## config.mk

```make
export PLATFORM = sky130hd
export DESIGN_NAME = pong_game_ctrl
export DESIGN_NICKNAME = d
export VERILOG_FILES = /design/src/rtl/pong_pkg.sv /design/src/rtl/pong_paddle_mover.sv /design/src/rtl/pong_game_ctrl.sv
export SDC_FILE = /design/constraint.sdc
export NUM_CORES = 1
export LEC_CHECK = 0
export BUFFER_PORTS_ARGS = -buffer_cell sky130_fd_sc_hd__buf_2
export CAP_MARGIN = 20
export CELL_PAD_IN_SITES_DETAIL_PLACEMENT = 0
export CELL_PAD_IN_SITES_GLOBAL_PLACEMENT = 1
export CORE_UTILIZATION = 45
export DETAILED_ROUTE_END_ITERATION = 8
export GPL_TIMING_DRIVEN = 0
export PLACE_DENSITY = 0.92
export SYNTH_ARGS = -nofsm -noshare
export SYNTH_HDL_FRONTEND = slang
export SYNTH_HIERARCHICAL = 1
export SYNTH_SLANG_ARGS = --single-unit
```

## constraint.sdc

```tcl
create_clock -name clk -period 4.23 [get_ports clk]
set_clock_uncertainty 0.05 [all_clocks]
set_input_delay 0.423 -clock clk [delete_from_list [all_inputs] [get_ports clk]]
set_output_delay 0.423 -clock clk [all_outputs]
set_load 0.1 [all_outputs]
```

## src/rtl/pong_pkg.sv

```systemverilog
// Shared types and default geometry for the pong game controller.
//   game_state_t : top-level game FSM encoding (also the game_state output)
//   dir_t        : axis direction, POS = right/down, NEG = left/up
//   *_DEF        : default screen/object geometry
//   sat_inc      : 4-bit saturating score increment
//   cnt_width    : serve counter width, never below 6 bits
package pong_pkg;

  typedef enum logic [2:0] {
    ST_IDLE     = 3'd0,
    ST_SERVE    = 3'd1,
    ST_PLAY     = 3'd2,
    ST_POINT    = 3'd3,
    ST_GAMEOVER = 3'd4
  } game_state_t;

  typedef enum logic {
    DIR_POS = 1'b0,
    DIR_NEG = 1'b1
  } dir_t;

  localparam int H_ACTIVE_DEF  = 640;
  localparam int V_ACTIVE_DEF  = 480;
  localparam int BALL_SIZE_DEF = 8;
  localparam int PADDLE_H_DEF  = 64;

  localparam int BALL_X_CENTRE = (H_ACTIVE_DEF - BALL_SIZE_DEF) / 2;
  localparam int BALL_Y_CENTRE = (V_ACTIVE_DEF - BALL_SIZE_DEF) / 2;
  localparam int PADDLE_Y_CENTRE = (V_ACTIVE_DEF - PADDLE_H_DEF) / 2;

  function automatic logic [3:0] sat_inc(input logic [3:0] s);
    return (s == 4'hF) ? s : s + 4'd1;
  endfunction

  function automatic int cnt_width(input int frames);
    int w;
    w = $clog2(frames);
    return (w < 6) ? 6 : w;
  endfunction

endpackage

```

## src/rtl/pong_paddle_mover.sv

```systemverilog
// One paddle's vertical position register with step and clamp.
//   clk, rst_n : clock, asynchronous active-low reset
//   move_en    : apply one step this cycle (paddle phase of a frame update)
//   up, down   : synchronized buttons; both or neither pressed holds
//   y          : paddle top row, clamped to [0, Y_MAX]
module pong_paddle_mover #(
  parameter int STEP    = 4,
  parameter int Y_MAX   = 416,
  parameter int Y_RESET = 208
) (
  input  logic       clk,
  input  logic       rst_n,
  input  logic       move_en,
  input  logic       up,
  input  logic       down,
  output logic [9:0] y
);

  localparam logic [9:0] C_STEP  = 10'(STEP);
  localparam logic [9:0] C_MAX   = 10'(Y_MAX);
  localparam logic [9:0] C_RESET = 10'(Y_RESET);

  logic [9:0] y_next;

  // Comparisons are ordered so the subtraction never wraps below zero.
  always_comb begin
    y_next = y;
    if (up && !down) begin
      y_next = (y >= C_STEP) ? y - C_STEP : 10'd0;
    end else if (down && !up) begin
      y_next = (y + C_STEP >= C_MAX) ? C_MAX : y + C_STEP;
    end
  end

  always_ff @(posedge clk or negedge rst_n) begin
    if (!rst_n) begin
      y <= C_RESET;
    end else if (move_en) begin
      y <= y_next;
    end
  end

endmodule

```

## src/rtl/pong_game_ctrl.sv

```systemverilog
// Frame-rate pong game controller.
//   clk, rst_n          : clock, asynchronous active-low reset
//   frame_tick          : one-cycle pulse per frame
//   start               : level, sampled every cycle in IDLE/GAMEOVER
//   p1_up/down, p2_up/down : synchronized paddle buttons
//   ball_x, ball_y      : ball top-left
//   paddle1_y, paddle2_y: paddle top rows
//   score1, score2      : saturating scores
//   game_state          : FSM state (IDLE/SERVE/PLAY/POINT/GAMEOVER)
//   frame_done          : pulses on the cycle the frame update lands
// An accepted frame_tick at cycle T moves paddles at T+1; ball, direction,
// score and state land at T+2 together with frame_done. Ticks seen while
// the update is in flight are dropped.
module pong_game_ctrl
  import pong_pkg::*;
#(
  parameter int H_ACTIVE     = H_ACTIVE_DEF,
  parameter int V_ACTIVE     = V_ACTIVE_DEF,
  parameter int BALL_SIZE    = BALL_SIZE_DEF,
  parameter int PADDLE_H     = PADDLE_H_DEF,
  parameter int PADDLE_W     = 8,
  parameter int PADDLE1_X    = 16,
  parameter int PADDLE2_X    = 616,
  parameter int PADDLE_STEP  = 4,
  parameter int BALL_STEP    = 2,
  parameter int SERVE_FRAMES = 60,
  parameter int WIN_SCORE    = 7
) (
  input  logic       clk,
  input  logic       rst_n,
  input  logic       frame_tick,
  input  logic       start,
  input  logic       p1_up,
  input  logic       p1_down,
  input  logic       p2_up,
  input  logic       p2_down,
  output logic [9:0] ball_x,
  output logic [9:0] ball_y,
  output logic [9:0] paddle1_y,
  output logic [9:0] paddle2_y,
  output logic [3:0] score1,
  output logic [3:0] score2,
  output logic [2:0] game_state,
  output logic       frame_done
);

  localparam int CW = cnt_width(SERVE_FRAMES);

  localparam logic [9:0] X_CTR   = 10'((H_ACTIVE - BALL_SIZE) / 2);
  localparam logic [9:0] Y_CTR   = 10'((V_ACTIVE - BALL_SIZE) / 2);
  localparam logic [9:0] X_RIGHT = 10'(H_ACTIVE - BALL_SIZE);
  localparam logic [9:0] Y_BOT   = 10'(V_ACTIVE - BALL_SIZE);
  localparam logic [9:0] STEP    = 10'(BALL_STEP);
  localparam logic [9:0] BS      = 10'(BALL_SIZE);
  localparam logic [9:0] PH      = 10'(PADDLE_H);
  localparam logic [9:0] P1_FACE = 10'(PADDLE1_X + PADDLE_W);
  localparam logic [9:0] P2_FACE = 10'(PADDLE2_X - BALL_SIZE);
  localparam logic [3:0] WIN     = 4'(WIN_SCORE);
  localparam logic [CW-1:0] SERVE_LAST = CW'(SERVE_FRAMES - 1);
  localparam logic [CW-1:0] CNT_ONE    = CW'(1);

  game_state_t   state, state_n;
  dir_t          dx, dx_n, dy, dy_n;
  logic [9:0]    bx_n, by_n;
  logic [3:0]    s1_n, s2_n;
  logic [CW-1:0] serve_cnt, cnt_n;
  logic          busy;
  logic          tick_ok;
  logic          move_en;
  logic          p1_hit, p2_hit;

  // busy marks the second (ball) phase of an accepted frame update.
  assign tick_ok    = frame_tick && !busy;
  assign move_en    = tick_ok && (state == ST_SERVE || state == ST_PLAY);
  assign game_state = state;

  pong_paddle_mover #(
    .STEP(PADDLE_STEP), .Y_MAX(V_ACTIVE - PADDLE_H), .Y_RESET((V_ACTIVE - PADDLE_H) / 2)
  ) u_paddle1 (
    .clk(clk), .rst_n(rst_n), .move_en(move_en), .up(p1_up), .down(p1_down), .y(paddle1_y)
  );

  pong_paddle_mover #(
    .STEP(PADDLE_STEP), .Y_MAX(V_ACTIVE - PADDLE_H), .Y_RESET((V_ACTIVE - PADDLE_H) / 2)
  ) u_paddle2 (
    .clk(clk), .rst_n(rst_n), .move_en(move_en), .up(p2_up), .down(p2_down), .y(paddle2_y)
  );

  // Paddle registers already hold this frame's positions during the ball
  // phase. Face tests are written as additions so nothing underflows.
  assign p1_hit = (dx == DIR_NEG) && (ball_x >= P1_FACE) && (ball_x <= P1_FACE + STEP) &&
                  (ball_y + BS > paddle1_y) && (ball_y < paddle1_y + PH);
  assign p2_hit = (dx == DIR_POS) && (ball_x <= P2_FACE) && (ball_x + STEP >= P2_FACE) &&
                  (ball_y + BS > paddle2_y) && (ball_y < paddle2_y + PH);

  always_comb begin
    state_n = state;
    bx_n    = ball_x;
    by_n    = ball_y;
    dx_n    = dx;
    dy_n    = dy;
    s1_n    = score1;
    s2_n    = score2;
    cnt_n   = serve_cnt;
    case (state)
      ST_IDLE, ST_GAMEOVER: begin
        if (start) begin
          state_n = ST_SERVE;
          s1_n    = 4'd0;
          s2_n    = 4'd0;
          bx_n    = X_CTR;
          by_n    = Y_CTR;
          dx_n    = DIR_POS;
          dy_n    = DIR_POS;
          cnt_n   = '0;
        end
      end
      ST_SERVE: begin
        if (busy) begin
          if (serve_cnt == SERVE_LAST) begin
            state_n = ST_PLAY;
            cnt_n   = '0;
          end else begin
            cnt_n = serve_cnt + CNT_ONE;
          end
        end
      end
      ST_PLAY: begin
        if (busy) begin
          if (dy == DIR_NEG) begin
            if (ball_y < STEP) begin
              by_n = 10'd0;
              dy_n = DIR_POS;
            end else begin
              by_n = ball_y - STEP;
            end
          end else begin
            if (ball_y + STEP >= Y_BOT) begin
              by_n = Y_BOT;
              dy_n = DIR_NEG;
            end else begin
              by_n = ball_y + STEP;
            end
          end
          if (dx == DIR_NEG) begin
            if (p1_hit) begin
              bx_n = P1_FACE;
              dx_n = DIR_POS;
            end else if (ball_x < STEP) begin
              bx_n    = 10'd0;
              s2_n    = sat_inc(score2);
              state_n = ST_POINT;
            end else begin
              bx_n = ball_x - STEP;
            end
          end else begin
            if (p2_hit) begin
              bx_n = P2_FACE;
              dx_n = DIR_NEG;
            end else if (ball_x + STEP > X_RIGHT) begin
              bx_n    = X_RIGHT;
              s1_n    = sat_inc(score1);
              state_n = ST_POINT;
            end else begin
              bx_n = ball_x + STEP;
            end
          end
        end
      end
      ST_POINT: begin
        // dx still points at the player who conceded, so it also names the scorer.
        if (((dx == DIR_NEG) ? score2 : score1) == WIN) begin
          state_n = ST_GAMEOVER;
        end else begin
          state_n = ST_SERVE;
          bx_n    = X_CTR;
          by_n    = Y_CTR;
          dy_n    = DIR_POS;
          cnt_n   = '0;
        end
      end
      default: state_n = ST_IDLE;
    endcase
  end

  always_ff @(posedge clk or negedge rst_n) begin
    if (!rst_n) begin
      state      <= ST_IDLE;
      ball_x     <= X_CTR;
      ball_y     <= Y_CTR;
      dx         <= DIR_POS;
      dy         <= DIR_POS;
      score1     <= 4'd0;
      score2     <= 4'd0;
      serve_cnt  <= '0;
      busy       <= 1'b0;
      frame_done <= 1'b0;
    end else begin
      state      <= state_n;
      ball_x     <= bx_n;
      ball_y     <= by_n;
      dx         <= dx_n;
      dy         <= dy_n;
      score1     <= s1_n;
      score2     <= s2_n;
      serve_cnt  <= cnt_n;
      busy       <= tick_ok;
      frame_done <= busy;
    end
  end

endmodule

```

==> impl_metrics.tcl, run 1 <==
set metrics [dict create \
    first_iter_violations 362 \
    dieArea_sq_um 13100 \
    ys_seq_area_share_pct 24.5 \
    cts_tree "yes" \
    wl_per_cell_um 17.4 \
    max_freq_ghz 0.266 \
    cap_viol_max_count 0 \
    synth-compound-area-share_pct 25.2 \
    synth_top_family_by_area "simple AND/OR/NAND/NOR gates" \
    synthSimpleGateAreaFrac_pct 26.6 \
    rsz0062_at_grt "false" \
    placed_cells 934 \
    p_per_area_nw_per_um2 596 \
    viasPerCell 6.20 \
    syn_area_sq_um 5690 \
    grt_pass1_vias 5511 \
    min_period_ns 3.76 \
    p_leak_nw 2.68 \
    grt_overflow 0 \
    start_util_pct 46.8 \
    required_ns 4.41 \
    cp_max_fo 10 \
    report.final.slew_viol_count 0 \
    root_buffer "clkbuf_16" \
    area_delta_synth_final_pct 11.9 \
    dp_hpwl_um 12200 \
    synthXorXnorAreaFrac_pct 3.69 \
    critPathMaxStageDelay_ns 0.63 \
    grt_max_degree 35 \
    gp_congestion 0.919 \
    vdd_drop_max_uv 590 \
    worstHoldPathType "primary input to async pin" \
    drc 0 \
    synthMuxAreaShare_pct 0.352 \
    r2r_setup_slack_ns 0.47 \
    synth.distinct_cells 86 \
    start_kind "flop" \
    path_cells "clkbuf_1 > inv_1 > ha_1 > ha_1 > and3_1 > o21ai_0 > a31o_2 > a31oi_2 > and4b_2 > or4b_1 > a22oi_1" \
    vias 5842 \
    r2r_cells 11 \
    period_share_pct 88.8 \
    grt_pass1_wl_um 27200 \
    syn_area_per_cell_sq_um 8.02 \
    path_delay_family "simple AND/OR/NAND/NOR gates" \
    antenna_found_initial 0 \
    io_pins 60 \
    clock_latency_ns 0.31 \
    synth_fa_ha_area_share_pct 11.7 \
    cp.arrival_ns 3.94 \
    tns_ns 0 \
    status "complete, no violations" \
    async_reset_ff_share_pct 100 \
    slowest_stage "dfstp_2" \
    final_hold_viol_count 0 \
    antenna_cells 0 \
    finalNonFillerCells 942 \
    cts_buffer_depth 2 \
    crit_type "flop to flop" \
    layout-drive-gt1-share_pct 16.7 \
    synth-main-ff-cell "dfrtp_1" \
    die_w_um 114 \
    ant_nets 0 \
    synthesis.instances 709 \
    max_slew.worst_pin.slew_ns 1.07 \
    yosys_warnings 6 \
    numCtsBuffers 5 \
    cts.htree.levels 2 \
    synth-edff-count 0 \
    clk_pin_slew_worst_paths_ns 0.08 \
    routed_wl_um 16400 \
    cp-end-kind "flop" \
    core-area_sq_um 12200 \
    die_h_um 114 \
    cts_sinks 55 \
    port_buffers 53 \
    path_common_cell "ha_1" \
    finalNetCount 834 \
    grtUsageTotal_pct 26.0 \
    setup_viol 0 \
    rows 40 \
    ys_ff_latch 55 \
    critPathBufInv 2 \
    relSlewSlack_pct 27.6 \
    r2r_start "ball_y[3]" \
    first_pass_iters 5 \
    timing.rr.end "score1[3]" \
]
## how the worst max path moves through the flow
| stage | startpoint | end | slack (ns) | depth (start not counted) |
|---|---|---|---|---|
| 4_1_cts | ball_y[6] | ball_x[1] | 0.25 | 13 |
| 5_1_grt | ball_y[3] | score1[3] | 0.24 | 11 |
| 6_report | ball_y[3] | score1[3] | 0.47 | 11 |
| 2_1_floorplan | ball_y[4] | score1[3] | 0.68 | 11 |
| 3_3_place_gp | ball_y[7] | ball_x[1] | 0.32 | 13 |
| 3_5_place_dp | ball_y[6] | ball_x[1] | 0.29 | 13 |
## worst reg2reg max path, delay by kind of cell (launching register included)
family	cells	cell delay (ns)
and+or+nand+nor	3	1.01
buffers and inverters	2	0.54
AOI/OAI and AO/OA	4	0.75
adders and majority gates	2	0.71
DFF	1	0.63
## power breakdown
group          internal, W  switching, W
clock network     0.000253      0.000215
logic             0.000685       0.00174
registers         0.000671      0.000228
total              0.00161       0.00219
## cells by family (layout without fill, tap and decap cells)
kind of cell / Yosys count / count (layout)
AOI/OAI and AO/OA: 210 / 210
xor gates and xnor gates: 24 / 24
adders and majority gates: 53 / 53
buffers and inverters: 91 / 153
DFF: 55 / 55
muxes: 2 / 2
other: 3 / 6
and+or+nand+nor: 271 / 271
## layout make-up
type                            count  area, sq um
Inverter                           46          173
Buffer                             45          269
Clock buffer                        7          153
Fill cell                        1180         5790
Sequential cell                    55         1400
Multi-Input combinational cell    566         3870
Clock inverter                      1         7.51
Tap cell                          168          210
Timing Repair Buffer               54          285
## cells in the mapped netlist (9+ instances only)
library cell | n | area (sq um)
o31ai_1 | 9 | 67.6
nor2_1 | 46 | 173
nand3_1 | 35 | 175
o21ai_0 | 55 | 275
nand2b_1 | 15 | 93.8
xnor2_1 | 16 | 140
clkbuf_1 | 17 | 63.8
nand2_1 | 52 | 195
a21oi_1 | 41 | 205
a211oi_1 | 9 | 67.6
nor3_1 | 17 | 85.1
inv_1 | 45 | 169
ha_1 | 53 | 663
nand4_1 | 14 | 87.6
dfstp_2 | 16 | 420
nor4_1 | 9 | 56.3
dfrtp_1 | 39 | 976
buf_4 | 13 | 97.6
nor2b_1 | 13 | 81.3
## cell usage in the layout (no fill, tap or decap), types with 13 or more instances in the layout
master    synthesis  final
dfstp_2          16     16
nor2_1           46     46
nand2_1          52     52
clkbuf_1         17     17
buf_2             7     60
inv_1            45     45
o21ai_0          55     55
xnor2_1          16     16
nand3_1          35     35
dfrtp_1          39     39
nand2b_1         15     15
nor2b_1          13     13
nand4_1          14     14
a21oi_1          41     41
nor3_1           17     17
ha_1             53     53
buf_4            13     13
## timing repair
action	CTS	global route
hold buffers	0	0
endpoints found under the setup margin	0	5
resized for setup	0	2
endpoints found under the hold margin	0	0
buffers inserted	0	0
## sequential cells by signal (all words and copies together) (netlist names), 3 cells and up
signal / count
ball_x: 9
ball_y: 9
u_paddle1/y: 8
u_paddle2/y: 8
serve_cnt: 6
score1: 4
score2: 4
game_state: 3
## per-stage QoR
stage	hold WS (ns)	worst slack, ns	power, W	utilization [%]	cell area (sq um)
detailed placement	0.410	0.289	0.00328	50.9	6200
floorplan	0.0774	0.679	0.00278	-	5700
global route	0.0989	0.235	0.00404	52.4	6370
CTS	0.0786	0.253	0.00375	52.3	6360
finish	0.0653	0.473	0.00379	52.4	6370
global placement	0.445	0.319	0.00320	50.8	6180
## layer usage
layer	global-route usage, %	share of wire (%)
met1	33.5	43
met3	5.29	7.7
met4	9.96	2.5
met5	0	0
met2	42.7	47
Note: power is estimated with default switching activity, not from simulation.
==> run 2, diff against run 1 <==
CORE_UTILIZATION = 49   (was 45)
PLACE_DENSITY = 0.95   (was 0.92)
clock period = 4.4 ns   (was 4.23 ns; I/O delays follow)
==> run 2 against run 1 <==
Net effect: combinational power shrank 6%; final cell count shrank 3.0%; worst hold slack gained 0.025 ns; cell area shrank 0.92%; first-iteration DRC count grew 28%; clock power shrank 10%; non-clock buffer count is the same; largest cell class unchanged; global-route usage grew 1.4 points.
==> impl_metrics.tcl, run 2 (same netlist as run 1, synthesis figures left out) <==
set metrics [dict create \
    p_leak_nw 2.67 \
    postCtsSetupRepairBufs 0 \
    viasPerCell 6.37 \
    routed_wl_um 15900 \
    min_period_ns 3.92 \
    dp_slack_ns 0.534 \
    grt_pass1_vias 5297 \
    worstHoldPathType "primary input to async pin" \
    setup_viol 0 \
    placed_area_sq_um 6160 \
    cts_resized 0 \
    dp_hpwl_um 11900 \
    required_ns 4.54 \
    critPathBufInv 2 \
    cts.htree.levels 2 \
    io_pins 60 \
    drc 0 \
    final.setup.worst_slack_ns 0.479 \
    clk_pin_slew_worst_paths_ns 0.07 \
    finalNetCount 834 \
    max_freq_ghz 0.255 \
    cts_sinks 55 \
    slowest_stage "a311oi_1" \
    area_delta_synth_final_pct 10.9 \
    port_buffers 53 \
    cp-end-kind "flop" \
    cts_buffer_depth 2 \
    grtUsageTotal_pct 27.3 \
    p_per_area_nw_per_um2 569 \
    core-area_sq_um 11100 \
    vias 5823 \
    start_util_pct 51.4 \
    vdd_drop_max_uv 580 \
    r2r_cells 11 \
    antenna_cells 0 \
    layout_commonest_cell "buf_2" \
    layout_common_cells "buf_2 (60), o21ai_0 (55), ha_1 (53)" \
    antenna_found_initial 0 \
    tns_ns 0 \
    rsz0062_at_grt "false" \
    relSlewSlack_pct 39.7 \
    nFillCells 1053 \
    final_hold_viol_count 0 \
    numCtsBuffers 5 \
    start_kind "flop" \
    cp.arrival_ns 4.06 \
    grt_max_degree 32 \
    grt_pass1_wl_um 25900 \
    grt_overflow 0 \
    cts_tree "yes" \
    root_buffer "clkbuf_16" \
    biggestRegsByFlops "ball_x x9, ball_y x9" \
    first_iter_violations 465 \
    path_delay_family "compound AO/OA/AOI/OAI gates" \
    dieArea_sq_um 12000 \
    layout-drive-gt1-share_pct 16.3 \
    critPathMaxStageDelay_ns 0.68 \
    postCtsHoldBufs 0 \
    period_share_pct 89.1 \
    die_w_um 110 \
    wl_per_cell_um 17.4 \
    fin_area_sq_um 6310 \
    ant_nets 0 \
    cap_viol_max_count 0 \
    report.final.slew_viol_count 0 \
    gp_congestion 0.956 \
    timing.rr.end "ball_x[6]" \
    r2r_start "ball_y[3]" \
    status "complete, no violations" \
    crit_type "flop to flop" \
    die_h_um 110 \
    path_cells "clkbuf_1 > inv_1 > ha_1 > ha_1 > and3_1 > o21ai_0 > a31o_2 > a31oi_2 > a311oi_1 > o21ai_0 > a22o_1" \
    max_slew.worst_pin.slew_ns 0.893 \
    r2r_setup_slack_ns 0.48 \
    clock_latency_ns 0.31 \
    first_pass_iters 5 \
    cp_max_fo 10 \
    rows 38 \
    p_total_w 0.00359 \
]
-- run 2: cell count changes in the layout (fill, tap and decap cells not counted), sizes merged --
cell	previous run	this run
clkinv	0	1
clkinvlp	1	0
-- run 2: how the worst max path moves through the flow --
stage	from	slack [ns]	to	cells after the start
floorplan	ball_y[4]	0.85	score1[3]	11
global placement	ball_y[7]	0.64	ball_x[1]	13
detailed placement	ball_y[3]	0.53	ball_x[6]	11
CTS	ball_y[6]	0.54	ball_x[1]	13
global route	ball_y[7]	0.24	ball_x[3]	13
finish	ball_y[3]	0.48	ball_x[6]	11
-- run 2: cell type report --
type                            count  area (sq um)  area share [%]
Clock buffer                        7           143            2.26
Timing Repair Buffer               54           285            4.52
Clock inverter                      1          5.00          0.0793
Sequential cell                    55          1400            22.1
Buffer                             45           269            4.26
Tap cell                          140           175            2.78
Multi-Input combinational cell    566          3860            61.2
Inverter                           46           173            2.74
-- run 2: power by group --
part | leakage [nW] | switching [W] | internal [W] | total (W)
combinational | 1.93 | 0.00164 | 0.000655 | 0.00229
sequential | 0.667 | 0.000227 | 0.000646 | 0.000873
clock | 0.0739 | 0.000193 | 0.000227 | 0.000420
-- run 2: layer usage --
layer | track usage (%) | share of wire (%)
met5 | 0 | 0
met4 | 10.9 | 2.5
met3 | 3.44 | 7.2
met2 | 44.8 | 47
met1 | 36.4 | 43
-- run 2: through the flow --
| step | cells | hold WS [ns] | util [%] |
|---|---|---|---|
| detailed placement | 906 | 0.451 | 55.6 |
| floorplan | 712 | 0.0944 | - |
| global route | 914 | 0.151 | 56.9 |
| global placement | 905 | 0.443 | 55.4 |
| finish | 914 | 0.0906 | 56.9 |
| CTS | 914 | 0.115 | 56.9 |
-- run 2: worst reg2reg max path: stages, from the launching register on --
cell and delay, ns:
dfstp_2 0.64, clkbuf_1 0.38, inv_1 0.19, ha_1 0.39, ha_1 0.32, and3_1 0.19
o21ai_0 0.18, a31o_2 0.20, a31oi_2 0.13, a311oi_1 0.68, o21ai_0 0.21, a22o_1 0.25
